$ cat config.mk
export PLATFORM = sky130hd
export DESIGN_NAME = clb_config_chain
export DESIGN_NICKNAME = d
export VERILOG_FILES = /design/src/rtl/clb_config_chain.sv
export SDC_FILE = /design/constraint.sdc
export NUM_CORES = 1
export LEC_CHECK = 0
export CORE_MARGIN = 1.5
export CORE_UTILIZATION = 40
export DETAILED_ROUTE_END_ITERATION = 7
export GPL_TIMING_DRIVEN = 1
export PLACE_DENSITY = 0.56
export SLEW_MARGIN = 20
export SYNTH_ARGS = -nofsm -noshare
export SYNTH_HDL_FRONTEND = slang
export SYNTH_SLANG_ARGS = --single-unit
$ cat constraint.sdc
create_clock -name clk -period 4.15 [get_ports clk]
set_clock_uncertainty 0.15 [all_clocks]
set_input_delay 0.83 -clock clk [delete_from_list [all_inputs] [get_ports clk]]
set_output_delay 0.83 -clock clk [all_outputs]
set_load 0.01 [all_outputs]
$ cat src/rtl/clb_config_chain.sv
// Configurable LUT block: config beats shift serially into a shadow register,
// then commit atomically into the active register that drives the LUT outputs.
module clb_config_chain #(
    parameter int ADDR_BITS = 4,
    parameter int LUTS      = 2,
    parameter int SHIFT_W   = 1
) (
    input  logic                      clk,
    input  logic                      rst_n,
    input  logic                      cfg_en,
    input  logic                      cfg_abort,
    input  logic                      cfg_valid,
    input  logic [SHIFT_W-1:0]        cfg_data,
    output logic                      cfg_ready,
    output logic                      cfg_done,
    output logic                      configured,
    input  logic [LUTS*ADDR_BITS-1:0] addr,
    output logic [LUTS-1:0]           out
);

    localparam int MEM_SIZE = 2 ** ADDR_BITS;
    localparam int TOTAL    = LUTS * MEM_SIZE;
    localparam int BEATS    = TOTAL / SHIFT_W;
    localparam int CNT_W    = (BEATS > 1) ? $clog2(BEATS) : 1;
    localparam logic [CNT_W-1:0] LAST_BEAT = CNT_W'(BEATS - 1);

    typedef enum logic [1:0] {
        IDLE   = 2'd0,
        SHIFT  = 2'd1,
        COMMIT = 2'd2
    } state_t;

    state_t           state;
    logic [CNT_W-1:0] beat_cnt;
    logic [TOTAL-1:0] shadow;
    logic [TOTAL-1:0] active;

    // New beat enters at the top; the oldest beat drifts down to bit 0.
    function automatic logic [TOTAL-1:0] shift_in(input logic [TOTAL-1:0] cur,
                                                  input logic [SHIFT_W-1:0] beat);
        logic [TOTAL+SHIFT_W-1:0] cat;
        cat = {beat, cur};
        return cat[TOTAL+SHIFT_W-1:SHIFT_W];
    endfunction

    always_ff @(posedge clk or negedge rst_n) begin
        if (!rst_n) begin
            state      <= IDLE;
            beat_cnt   <= '0;
            shadow     <= '0;
            active     <= '0;
            cfg_ready  <= 1'b0;
            cfg_done   <= 1'b0;
            configured <= 1'b0;
        end else begin
            case (state)
                IDLE: begin
                    cfg_done <= 1'b0;
                    if (cfg_en) begin
                        state     <= SHIFT;
                        beat_cnt  <= '0;
                        cfg_ready <= 1'b1;
                    end
                end
                SHIFT: begin
                    // Abort wins over a beat presented in the same cycle.
                    if (cfg_abort) begin
                        state     <= IDLE;
                        cfg_ready <= 1'b0;
                    end else if (cfg_valid) begin
                        shadow <= shift_in(shadow, cfg_data);
                        if (beat_cnt == LAST_BEAT) begin
                            state     <= COMMIT;
                            cfg_ready <= 1'b0;
                            cfg_done  <= 1'b1;
                        end else begin
                            beat_cnt <= beat_cnt + 1'b1;
                        end
                    end
                end
                COMMIT: begin
                    active     <= shadow;
                    configured <= 1'b1;
                    cfg_done   <= 1'b0;
                    state      <= IDLE;
                end
                default: begin
                    state     <= IDLE;
                    cfg_ready <= 1'b0;
                    cfg_done  <= 1'b0;
                end
            endcase
        end
    end

    for (genvar i = 0; i < LUTS; i++) begin : g_lut
        logic [ADDR_BITS-1:0] a;
        assign a      = addr[i*ADDR_BITS +: ADDR_BITS];
        assign out[i] = active[i*MEM_SIZE + int'(a)];
    end

endmodule

# Word-level counts from Yosys, hierarchy flattened
# Index checks and enable logic that the tools add are counted.
[op_classes]
n_addsub = 2
n_lt_le_gt_ge = 2
n_eq_ne = 10
muxes = 24
n_bitwise = 2
n_reduce_logical = 7
[op_table]
columns = ["cell", "n"]
rows = [
  ["2-to-1 mux 5 bit", 4],
  ["2-to-1 mux 1 bit", 11],
  ["inequality test 2 bit, second input constant", 5],
  ["case mux 5 bit (2 select lines)", 1],
  ["AND reduction 3 bit", 3],
  ["2-to-1 mux 2 bit", 4],
  ["adder 5 x 4 -> 6 bit, first input constant", 1],
  ["less-than comparator 4 x 6 -> 1 bit, second input constant", 1],
  ["less-than comparator 6 bit, second input constant", 1],
  ["inequality test 3 bit, second input constant", 2],
  ["adder 5 x 1 -> 5 bit, second input constant", 1],
  ["binary-select mux 1 bit (select 5 bit)", 1],
  ["equality test 5 bit, second input constant", 1],
  ["AND reduction 5 bit", 1],
  ["binary-select mux 1 bit (select 4 bit)", 1],
  ["case mux 2 bit (2 select lines)", 1],
  ["AND reduction 4 bit", 1],
  ["case mux 1 bit (3 select lines)", 1],
  ["equality test 2 x 1 -> 1 bit, second input constant", 1],
  ["equality test 2 bit, second input constant", 1],
  ["zero test 2 bit", 1],
  ["NOT 1 bit", 2],
  ["nonzero test 2 bit", 1],
]
[totals]
reg_bits = 74
inputBits = 14
out_inout_bits = 5
word_cells = 54

# Logic depth before layout (Yosys ltp)
# Gate-level depths: netlist of the first run.
[depth]
depth_word = 5
ltp_mapped = 6
ltp_nobuf = 6

# Worst setup path after synthesis of the first run
# Ideal clock, no wire load.
[synth_timing]
path_type = "input-to-output"
from = "in addr[4]"
to = "out out[1]"
t_arrival_ns = 1.542
t_required_ns = 3.170
path_slack_ns = 1.628
cell_stages = 3
n_path_buf = 0
cell_sequence = "mux4_2 > mux2i_1 > mux2i_1"
[synth_via]
elab_chain_len = 4
[synth_rtl]
columns = ["element", "line_no", "text"]
rows = [
  ["from (decl)", "17", "input logic [LUTS*ADDR_BITS-1:0] addr,"],
  ["adder 5 x 4 -> 6 bit", "99", "assign out[i] = active[i*MEM_SIZE + int'(a)];"],
  ["binary-select mux 1 bit (select 5 bit)", "99", ""],
  ["2-to-1 mux 1 bit (not written as such) (2 in series)", "99", ""],
  ["to (decl)", "18", "output logic [LUTS-1:0] out"],
]
# Every way passes these cells. The select of a mux whose other input is x is not followed.

# Worst setup path after layout of the first run
# Same ends and word-level chain as after synthesis.

==> results_dict.tcl, run 1 <==
set metrics [dict create \
    whs_endpoint "configured" \
    netlist_area_um2 3117 \
    core_area_um2 7647 \
    layout-drive-gt1-share_pct 13.96 \
    hold_class "reg2reg" \
    clock_latency_ns 0.33 \
    grt_pass1_wl_um 8611 \
    cp-end-kind "output pin" \
    grt_max_degree 75 \
    synth_cell_type_count 32 \
    grt_pass1_vias 1671 \
    die_area_um2 8330 \
    rows 32 \
    hold_viol 0 \
    dp.cells 309 \
    io_pins 19 \
    whs_ns 0.3380 \
    p_leak_nw 1.761 \
    synth.avg_cell_area_um2 15.98 \
    htree_levels 3 \
    syn_inst 195 \
    crit_fanout 4 \
    via_per_inst 5.086 \
    wl_um 4925 \
    cts_root_buffer "clkbuf_8" \
    wl_per_cell_um 15.20 \
    drv_cap 0 \
    grt_setup_unrepaired "no" \
    gr-usage-met3_pct 2.680 \
    multi_input_area_um2 1199 \
    cts_buffers 9 \
    postLayoutCoreUtil_pct 46.58 \
    fp.dieW_um 91.27 \
    final-setup-viol-count 0 \
    final_common_cell "dfrtp_1" \
    area_delta_synth_final_pct 14.29 \
    antenna_found_initial 0 \
    io_buffers 18 \
    post_dp_cell_area_um2 3391 \
    total_power_mw 1.520 \
    post_cts_resize_count 0 \
    ys_warn_count 0 \
    overflow 0 \
    met2_usage_pct 19.84 \
    drtAntennaViolNets 0 \
    crit_arrival_ns 2.70 \
    min_path_cells 1 \
    instances_no_fill 324 \
    drc 0 \
    min_period_over_period_pct 88.69 \
    drtIter0Drc 98 \
    seq_area_um2 1852 \
    r2r_end "active[16]" \
    top_usage_layer "met2" \
    path_clk_slew_ns 0.07 \
    hpwl_um 3222 \
    cts_tree "done" \
    r2r_slack_ns 1.81 \
    status "completed" \
    num_vias 1648 \
    num-nets-final 234 \
    cts_setup_buffers 0 \
    ys_ff_latch 74 \
    path_class "in2out" \
    fmax_mhz 271.7 \
    syn_nets 211 \
    dp_slack_ns 0.4411 \
    cp.required_ns 3.17 \
    finalWorstSetupSlack_ns 0.4694 \
    cts_hold_buf 0 \
    grt_use_met1_pct 18.45 \
    start_util_pct 40.76 \
    die_y_um 91.27 \
    cts_max_path_buffers 2 \
    slew_headroom_pct 37.55 \
    worst_pin_slew_ns 0.9368 \
    track_usage_pct 13.30 \
    final.min_clock_period_ns 3.681 \
    gp_congestion 0.7310 \
    setup_tns_ns 0 \
    drt_first_pass_iters 4 \
    slew_viol_final 0 \
    n_antenna_cell 0 \
    filler_cell_count 681 \
    worstSetupStartpointType "input port" \
    ir_drop_uv 187.1 \
    holdCritStartpoint "configured" \
    most-common-layout-cells "74 x dfrtp_1, 61 x mux2_1, 17 x clkdlybuf4s50_1" \
    reg2reg_depth 3 \
    clock_sinks 74 \
    power_density_nw_per_um2 426.6 \
    r2r_start "state[1]" \
    fin_area_um2 3562 \
    ys_seq_area_share_pct 59.41 \
]
-- registers in the layout, summed over array words and instances (netlist names) --
register,cells
active,32
beat_cnt,5
configured,1
state,2
cfg_ready,1
shadow,32
cfg_done,1
-- kinds of logic after synthesis --
group | synth area share, %
AO/OA/AOI/OAI | 2.971
adder cells (fa/ha/maj) | 0.8028
buffers and inverters | 2.689
flip-flops | 59.41
multiplexers | 31.51
AND/OR/NAND/NOR | 2.609
-- cell usage after synthesis (all sizes together) --
library cell / count / area, um^2
a21oi: 2 / 10.01
nand3: 1 / 5.000
buf: 9 / 68.81
a21o: 1 / 7.510
a221oi: 1 / 8.760
a21boi: 1 / 7.510
mux2: 65 / 731.9
mux2i: 7 / 70.07
a22o: 2 / 17.52
a31oi: 1 / 6.260
ha: 2 / 25.02
nor2: 1 / 3.750
a211oi: 1 / 7.510
o22ai: 1 / 6.260
nand2b: 2 / 12.51
inv: 4 / 15.01
and3: 1 / 6.260
nor4bb: 1 / 10.01
o21bai: 1 / 7.510
nand4bb: 1 / 11.26
o32ai: 1 / 8.760
mux4: 8 / 180.2
nor3: 1 / 5.000
dfrtp: 74 / 1852
nand2: 2 / 7.510
nor2b: 1 / 6.260
and2b: 1 / 7.510
o21ai: 1 / 5.000
or2: 1 / 6.260
-- worst max-delay path, stage by stage --
cell             delay [ns]
clkdlybuf4s50_1        0.62
mux4_2                 0.55
mux2i_1                0.14
mux2i_1                0.09
clkdlybuf4s50_1        0.47
-- per-layer routing --
layer	vias up	part of all wire, %
met5	-	0
met4	0	1.3
met3	7	2.7
met2	17	48
met1	865	48
li1	759	-
-- power breakdown --
part | internal [mW] | switching [mW] | total, mW
sequential | 0.797 | 0.0543 | 0.851
combinational | 0.102 | 0.0747 | 0.176
clock | 0.246 | 0.246 | 0.492
total | 1.14 | 0.375 | 1.52
-- cell type report --
| class | count | share of cell area, % |
|---|---|---|
| Timing Repair Buffer | 21 | 5.550 |
| Multi-Input combinational cell | 108 | 33.65 |
| Inverter | 4 | 0.4215 |
| Tap cell | 102 | 3.583 |
| Sequential cell | 74 | 51.98 |
| Clock inverter | 2 | 0.3512 |
| Clock buffer | 13 | 4.461 |
-- how the worst max path moves through the flow --
stage / startpoint / to / slack, ns / depth (start not counted)
after global routing: addr[4] / out[1] / 0.33 / 5
final: addr[4] / out[1] / 0.47 / 5
after floorplan: addr[4] / out[1] / 1.63 / 3
after global placement: addr[0] / out[0] / 0.50 / 5
after CTS: addr[4] / out[1] / 0.44 / 5
after detailed placement: addr[4] / out[1] / 0.44 / 5
Note: power is estimated with default switching activity, not from simulation.
==> inputs of run 2 (changes only) <==
Settings changed: CAP_MARGIN set to 20.
==> results of run 2 <==
Same layout as run 1: the final DEF is identical, and so are final timing and power.
